<file path="src/rtl/spawn_scheduler.sv">
// rtl/spawn_scheduler.sv - falling-letter spawn sequencer with keyboard delete arbitration
module spawn_scheduler #(
  parameter int          NUM_SLOTS    = 53,
  parameter int          SPAWN_PERIOD = 30,
  parameter int          HOLD_FRAMES  = 8,
  parameter logic [15:0] LFSR_SEED    = 16'hACE1
) (
  input  logic        clk,
  input  logic        reset,
  input  logic        frame_tick,
  input  logic        pause,
  input  logic        kb_ready,
  input  logic [7:0]  kb_data,
  input  logic        wr_ready,
  output logic [7:0]  vmdata_wr,
  output logic        vmdata_wren,
  output logic [5:0]  vmdata_wraddr,
  output logic [7:0]  veldata_wr,
  output logic        vmdelete_wren,
  output logic [15:0] spawn_count,
  output logic [7:0]  full_skips
);

  localparam logic [5:0] LAST_SLOT   = 6'(NUM_SLOTS - 1);
  localparam logic [7:0] PERIOD_LAST = 8'(SPAWN_PERIOD - 1);
  localparam logic [7:0] HOLD_LAST   = 8'(HOLD_FRAMES - 1);

  typedef enum logic [1:0] {
    S_IDLE   = 2'd0,
    S_PROBE  = 2'd1,
    S_ISSUE  = 2'd2,
    S_DELETE = 2'd3
  } state_t;

  state_t      r_state;
  state_t      w_state_nxt;

  logic [15:0] r_lfsr;
  logic [5:0]  r_ptr;
  logic [5:0]  r_probe_cnt;
  logic        r_settle;
  logic [7:0]  r_timer;
  logic [7:0]  r_hold_cnt;
  logic        r_del_pend;
  logic        r_del_active;
  logic        r_kb_prev;
  logic [7:0]  r_letter;
  logic [7:0]  r_vel;
  logic [15:0] r_spawn_cnt;
  logic [7:0]  r_full_skips;

  logic        w_timer_inc;
  logic        w_timer_clr;
  logic        w_settle_set;
  logic        w_probe_step;
  logic        w_probe_full;
  logic        w_latch;
  logic        w_hold_inc;
  logic        w_issue_done;
  logic        w_del_arm;
  logic        w_del_done;
  logic        w_fb;
  logic [4:0]  w_letter_idx;
  logic [7:0]  w_letter;
  logic [5:0]  w_ptr_inc;
  logic        w_kb_edge;
  logic        w_kb_is_letter;

  // Fibonacci taps 16,14,13,11 expressed on a right-shifting register
  assign w_fb = r_lfsr[0] ^ r_lfsr[2] ^ r_lfsr[3] ^ r_lfsr[5];

  // Scale the low LFSR byte onto 0..25 so the letter is always A..Z
  assign w_letter_idx = 5'(({5'd0, r_lfsr[7:0]} * 13'd26) >> 8);
  assign w_letter     = 8'h41 + {3'd0, w_letter_idx};

  assign w_ptr_inc      = (r_ptr == LAST_SLOT) ? 6'd0 : r_ptr + 6'd1;
  assign w_kb_edge      = kb_ready & ~r_kb_prev;
  assign w_kb_is_letter = (kb_data >= 8'h41) && (kb_data <= 8'h5A);

  // State register
  always_ff @(posedge clk or negedge reset) begin
    if (!reset) begin
      r_state <= S_IDLE;
    end else begin
      r_state <= w_state_nxt;
    end
  end

  // Next-state decode and per-cycle control strobes for the datapath
  always_comb begin
    w_state_nxt  = r_state;
    w_timer_inc  = 1'b0;
    w_timer_clr  = 1'b0;
    w_settle_set = 1'b0;
    w_probe_step = 1'b0;
    w_probe_full = 1'b0;
    w_latch      = 1'b0;
    w_hold_inc   = 1'b0;
    w_issue_done = 1'b0;
    w_del_arm    = 1'b0;
    w_del_done   = 1'b0;
    case (r_state)
      S_IDLE: begin
        if (r_del_pend) begin
          w_state_nxt = S_DELETE;
        end else if (frame_tick && pause) begin
          if (r_timer == PERIOD_LAST) begin
            w_timer_clr = 1'b1;
            w_state_nxt = S_PROBE;
          end else begin
            w_timer_inc = 1'b1;
          end
        end
      end
      S_PROBE: begin
        if (!r_settle) begin
          // A delete is only taken between probes, never mid-sample
          if (r_del_pend) begin
            w_state_nxt = S_DELETE;
          end else begin
            w_settle_set = 1'b1;
          end
        end else if (wr_ready) begin
          w_latch     = 1'b1;
          w_state_nxt = S_ISSUE;
        end else begin
          w_probe_step = 1'b1;
          if (r_probe_cnt == LAST_SLOT) begin
            w_probe_full = 1'b1;
            w_state_nxt  = S_IDLE;
          end
        end
      end
      S_ISSUE: begin
        if (frame_tick) begin
          if (r_hold_cnt == HOLD_LAST) begin
            w_issue_done = 1'b1;
            w_state_nxt  = r_del_pend ? S_DELETE : S_IDLE;
          end else begin
            w_hold_inc = 1'b1;
          end
        end
      end
      S_DELETE: begin
        if (frame_tick) begin
          if (r_del_active) begin
            w_del_done  = 1'b1;
            w_state_nxt = S_IDLE;
          end else begin
            w_del_arm = 1'b1;
          end
        end
      end
      default: w_state_nxt = S_IDLE;
    endcase
  end

  // Free-running LFSR, advances every clock
  always_ff @(posedge clk or negedge reset) begin
    if (!reset) begin
      r_lfsr <= LFSR_SEED;
    end else begin
      r_lfsr <= {w_fb, r_lfsr[15:1]};
    end
  end

  // Keyboard edge capture into the single pending-delete flag
  always_ff @(posedge clk or negedge reset) begin
    if (!reset) begin
      r_kb_prev  <= 1'b0;
      r_del_pend <= 1'b0;
    end else begin
      r_kb_prev <= kb_ready;
      if (w_del_done) begin
        r_del_pend <= 1'b0;
      end else if (w_kb_edge && w_kb_is_letter) begin
        r_del_pend <= 1'b1;
      end
    end
  end

  // Spawn timer and probe walk over the slot ring
  always_ff @(posedge clk or negedge reset) begin
    if (!reset) begin
      r_timer     <= 8'd0;
      r_ptr       <= 6'd0;
      r_probe_cnt <= 6'd0;
      r_settle    <= 1'b0;
    end else begin
      if (w_timer_clr) begin
        r_timer <= 8'd0;
      end else if (w_timer_inc) begin
        r_timer <= r_timer + 8'd1;
      end
      if (w_settle_set) begin
        r_settle <= 1'b1;
      end
      // NUM_SLOTS steps bring the pointer back to where the sweep began
      if (w_probe_step || w_issue_done) begin
        r_ptr <= w_ptr_inc;
      end
      if (w_probe_step) begin
        r_settle    <= 1'b0;
        r_probe_cnt <= r_probe_cnt + 6'd1;
      end
      if (w_state_nxt != S_PROBE) begin
        r_settle    <= 1'b0;
        r_probe_cnt <= 6'd0;
      end
    end
  end

  // Letter/velocity latch, hold-frame count, delete window and statistics
  always_ff @(posedge clk or negedge reset) begin
    if (!reset) begin
      r_letter     <= 8'd0;
      r_vel        <= 8'd0;
      r_hold_cnt   <= 8'd0;
      r_del_active <= 1'b0;
      r_spawn_cnt  <= 16'd0;
      r_full_skips <= 8'd0;
    end else begin
      if (w_latch) begin
        r_letter   <= w_letter;
        r_vel      <= r_lfsr[15:8];
        r_hold_cnt <= 8'd0;
      end
      if (w_hold_inc) begin
        r_hold_cnt <= r_hold_cnt + 8'd1;
      end
      if (w_issue_done) begin
        r_hold_cnt  <= 8'd0;
        r_spawn_cnt <= r_spawn_cnt + 16'd1;
      end
      if (w_probe_full && (r_full_skips != 8'hFF)) begin
        r_full_skips <= r_full_skips + 8'd1;
      end
      if (w_del_arm) begin
        r_del_active <= 1'b1;
      end else if (w_del_done) begin
        r_del_active <= 1'b0;
      end
    end
  end

  // Enables decode straight from state so a reset drops them immediately
  always_comb begin
    vmdata_wren   = (r_state == S_ISSUE);
    vmdelete_wren = (r_state == S_DELETE) && r_del_active;
  end

  assign vmdata_wr     = r_letter;
  assign veldata_wr    = r_vel;
  assign vmdata_wraddr = r_ptr;
  assign spawn_count   = r_spawn_cnt;
  assign full_skips    = r_full_skips;

endmodule

</file>
<file path="config.mk">
export PLATFORM = sky130hd
export DESIGN_NAME = spawn_scheduler
export DESIGN_NICKNAME = d
export VERILOG_FILES = /design/src/rtl/spawn_scheduler.sv
export SDC_FILE = /design/constraint.sdc
export NUM_CORES = 1
export LEC_CHECK = 0
export ABC_AREA = 1
export CAP_MARGIN = 40
export CELL_PAD_IN_SITES_DETAIL_PLACEMENT = 0
export CELL_PAD_IN_SITES_GLOBAL_PLACEMENT = 1
export CORE_ASPECT_RATIO = 2
export CORE_MARGIN = 4
export CORE_UTILIZATION = 45
export DETAILED_ROUTE_END_ITERATION = 8
export DONT_BUFFER_PORTS = 1
export GPL_TIMING_DRIVEN = 0
export PLACE_DENSITY_LB_ADDON = 0.1
export SYNTH_ARGS = -nofsm -noshare
export SYNTH_HDL_FRONTEND = slang
export SYNTH_SLANG_ARGS = --single-unit
</file>
<file path="constraint.sdc">
create_clock -name clk -period 3.1 [get_ports clk]
set_input_delay 0.62 -clock clk [delete_from_list [all_inputs] [get_ports clk]]
set_output_delay 0.62 -clock clk [all_outputs]
set_load 0.005 [all_outputs]
</file>
==> flow_summary.ini <==
[job]
max_cap_violations = 0

[finish]
fin_cells = 741
multi_input_area_mm2 = 0.002250
fill_cells = 1035
postLayoutCellArea_mm2 = 0.005358
finalNetCount = 646
num_antenna_cells = 0
areaGrowthSynthToFinish_pct = 9.936
area.sequential_mm2 = 0.002240
postLayoutCoreUtil = 0.5081
drive_gt1_frac = 0.07450

[sta]
finalHoldViolations = 0
tns_ps = 0
fmax_ghz = 0.3539
fin_crit_ps = 2826
timing.final.crit_share = 0.9116
setup_viol_count_final = 0
max_slew_margin = 0.6553
rsz0062_at_grt = no
worst_pin_slew_ps = 514.3
drv_slew = 0
fin_skew_ps = 6.111

[floorplan]
die_y_um = 155.2
die_x_um = 81.59
fp-row-count = 53
die-area_mm2 = 0.01266
ioPinCount = 62
fp.coreArea_mm2 = 0.01054
start_util = 0.4622

[logic_synthesis]
synth_top_family_by_area = simple AND/OR/NAND/NOR gates
synth_area_per_cell_um2 = 8.302
synth_top_cell_area_share = 0.4159
synthXorXnorAreaFrac = 0.06470
ys_top_cells_by_area = dfrtp_1, nand2_1, ha_1
syn-instance-count = 587
synth_edf_count = 0
synth-async-reset-ratio = 1.000
synth_common_cells = nand2_1, inv_1, dfrtp_1, nor2_1, nand3_1
synth_nets = 634
ys.flop_type = dfrtp_1
synth.largest_area_cell = dfrtp_1
ys_seq_elements = 89
syn_area_mm2 = 0.004873
yosysMostFrequentCell = nand2_1
synth.distinct_cells = 35
ys_warn_count = 0
synth_compound_area_frac = 0.05725
synthSimpleGateAreaFrac = 0.2449
ys_seq_area_frac = 0.4591
synthMuxAreaShare = 0
synth_fa_ha_area_frac = 0.09089

[pwr]
p_leak_nw = 2.800
power_density_mw_per_mm2 = 574.5
ir_drop_v = 0.0003419
power_mw = 3.078

[routing]
drc = 0
drt-pass1-iter-count = 4
ant_nets = 0
drt_wl_total_um = 10410
vias = 3738
drt-initial-drc-count = 68
detail_route.vias_per_cell = 5.045
wl_per_cell_um = 14.05

[clock_network]
clockBufferDepth = 2
path_clk_slew_ps = 60
cts.htree.levels = 3
ctsRootBufferMaster = clkbuf_16
post_cts.repair.setup_buffers = 0
cts_num_sinks = 89
cts_buffers = 9
clk_latency_ps = 340
cts_tree = built

[worst_setup_path]
cp-end-kind = flop
crit_required_ps = 3330
slowest_delay_ps = 490
crit_chain = ha_1, inv_1, fa_1, inv_1, ha_1, nand2_1, nand2_1, inv_1, nand2_1, nand2_1, nand2_1, ha_2, nand3_1, nor2_1, nand2_1, nand3_1, nand2_1
path_max_fanout = 5
r2r-start = r_lfsr[3]
rr_worst_depth = 17
r2r_end = vmdata_wr[4]
reg2reg_slack_ps = 270
criticalPathCategory = flop to flop
critPathSlowestCell = fa_1
startpoint_type = flop
crit_arrival_ps = 3050
crit_top_cell = nand2_1

[global_route]
grt_pass1_wl_um = 17480
grt-ovfl-total = 0
grt_max_degree = 82
grt_pass1_vias = 3808
antenna_found_initial = 0
grtUsageTotal = 0.1786

[placement]
postPlaceCellArea_mm2 = 0.005045
dp_hpwl_um = 7844
port_buffers = 0
dp.cells = 724
place.gp.congestion = 0.8221

[hold_path]
min_path_type = input pin to async pin

[status]
status = completed
## power breakdown
part	total, mW	internal, mW	switching, mW
clock	1.00	0.563	0.440
combinational	0.586	0.207	0.379
sequential	1.49	1.32	0.165
## how the worst max path moves through the flow
stage,start,end,slack (ps),cells after the start
after floorplan,r_lfsr[4],vmdata_wr[4],510,17
after global placement,r_lfsr[4],vmdata_wr[4],200,16
after detailed placement,r_lfsr[4],vmdata_wr[4],180,16
after CTS,r_lfsr[4],vmdata_wr[4],160,16
after global routing,r_lfsr[3],vmdata_wr[4],30,17
final,r_lfsr[3],vmdata_wr[4],270,17
## area by class of cell
class	count	area share
Sequential cell	89	0.4180
Multi-Input combinational cell	394	0.4199
Clock buffer	13	0.04671
Timing Repair Buffer	1	0.005138
Inverter	99	0.06936
Clock inverter	3	0.003269
Buffer	5	0.005605
Tap cell	137	0.03199
## per-stage QoR
| stage | setup slack (ps) | hold WS (ps) |
|---|---|---|
| final | 274.0 | 118.3 |
| after global routing | 25.34 | 101.1 |
| after global placement | 200.2 | 327.8 |
| after detailed placement | 184.9 | 328.9 |
| after floorplan | 513.2 | 324.4 |
| after CTS | 157.3 | 104.6 |
## registers in the layout, summed over array words and instances (netlist names)
name           count
r_del_pend         1
veldata_wr         8
r_hold_cnt         8
full_skips         8
vmdata_wraddr      6
r_probe_cnt        6
r_lfsr            16
r_settle           1
r_kb_prev          1
r_state            2
vmdata_wr          7
r_del_active       1
r_timer            8
spawn_count       16
## cell families after synthesis
kind of cell | count (synthesis)
other cells | 1
simple gates | 273
compound gates | 51
flops | 89
fa+ha+maj | 33
xor+xnor | 36
buf+inv | 104
## layer usage
metal  track usage  up-vias  wire length [um]
li1              -     1870                 -
met1        0.1791     1781              3822
met2        0.3342       62              5872
met3       0.04577       25               412
met4       0.07448        0               302
met5             0        -                 0
## critical path: cells and delay by family, from the launching register on
family                   cells  cell delay (ps)
AND/OR/NAND/NOR             10              760
adder cells (fa/ha/maj)      4             1340
buffers and inverters        3              150
flip-flops                   1              450
## layout by cell type, fill, tap and decap left out, types with 8 or more instances in the layout
cell,count
xor2_1,27
nand3_1,36
nand4_1,11
nor3_1,13
dfstp_2,8
nand2_1,157
inv_1,93
o21ai_0,22
ha_1,27
a21oi_1,15
nor2_1,39
clkbuf_16,9
xnor2_1,9
dfrtp_1,79
## repair_timing
action | 4_1_cts | 5_1_grt
hold endpoints to repair | 81 | 0
gates resized for setup | 0 | 4
hold buffers | 1 | 0
setup endpoints to repair | 0 | 1
Power figures use the tool's default switching activity.
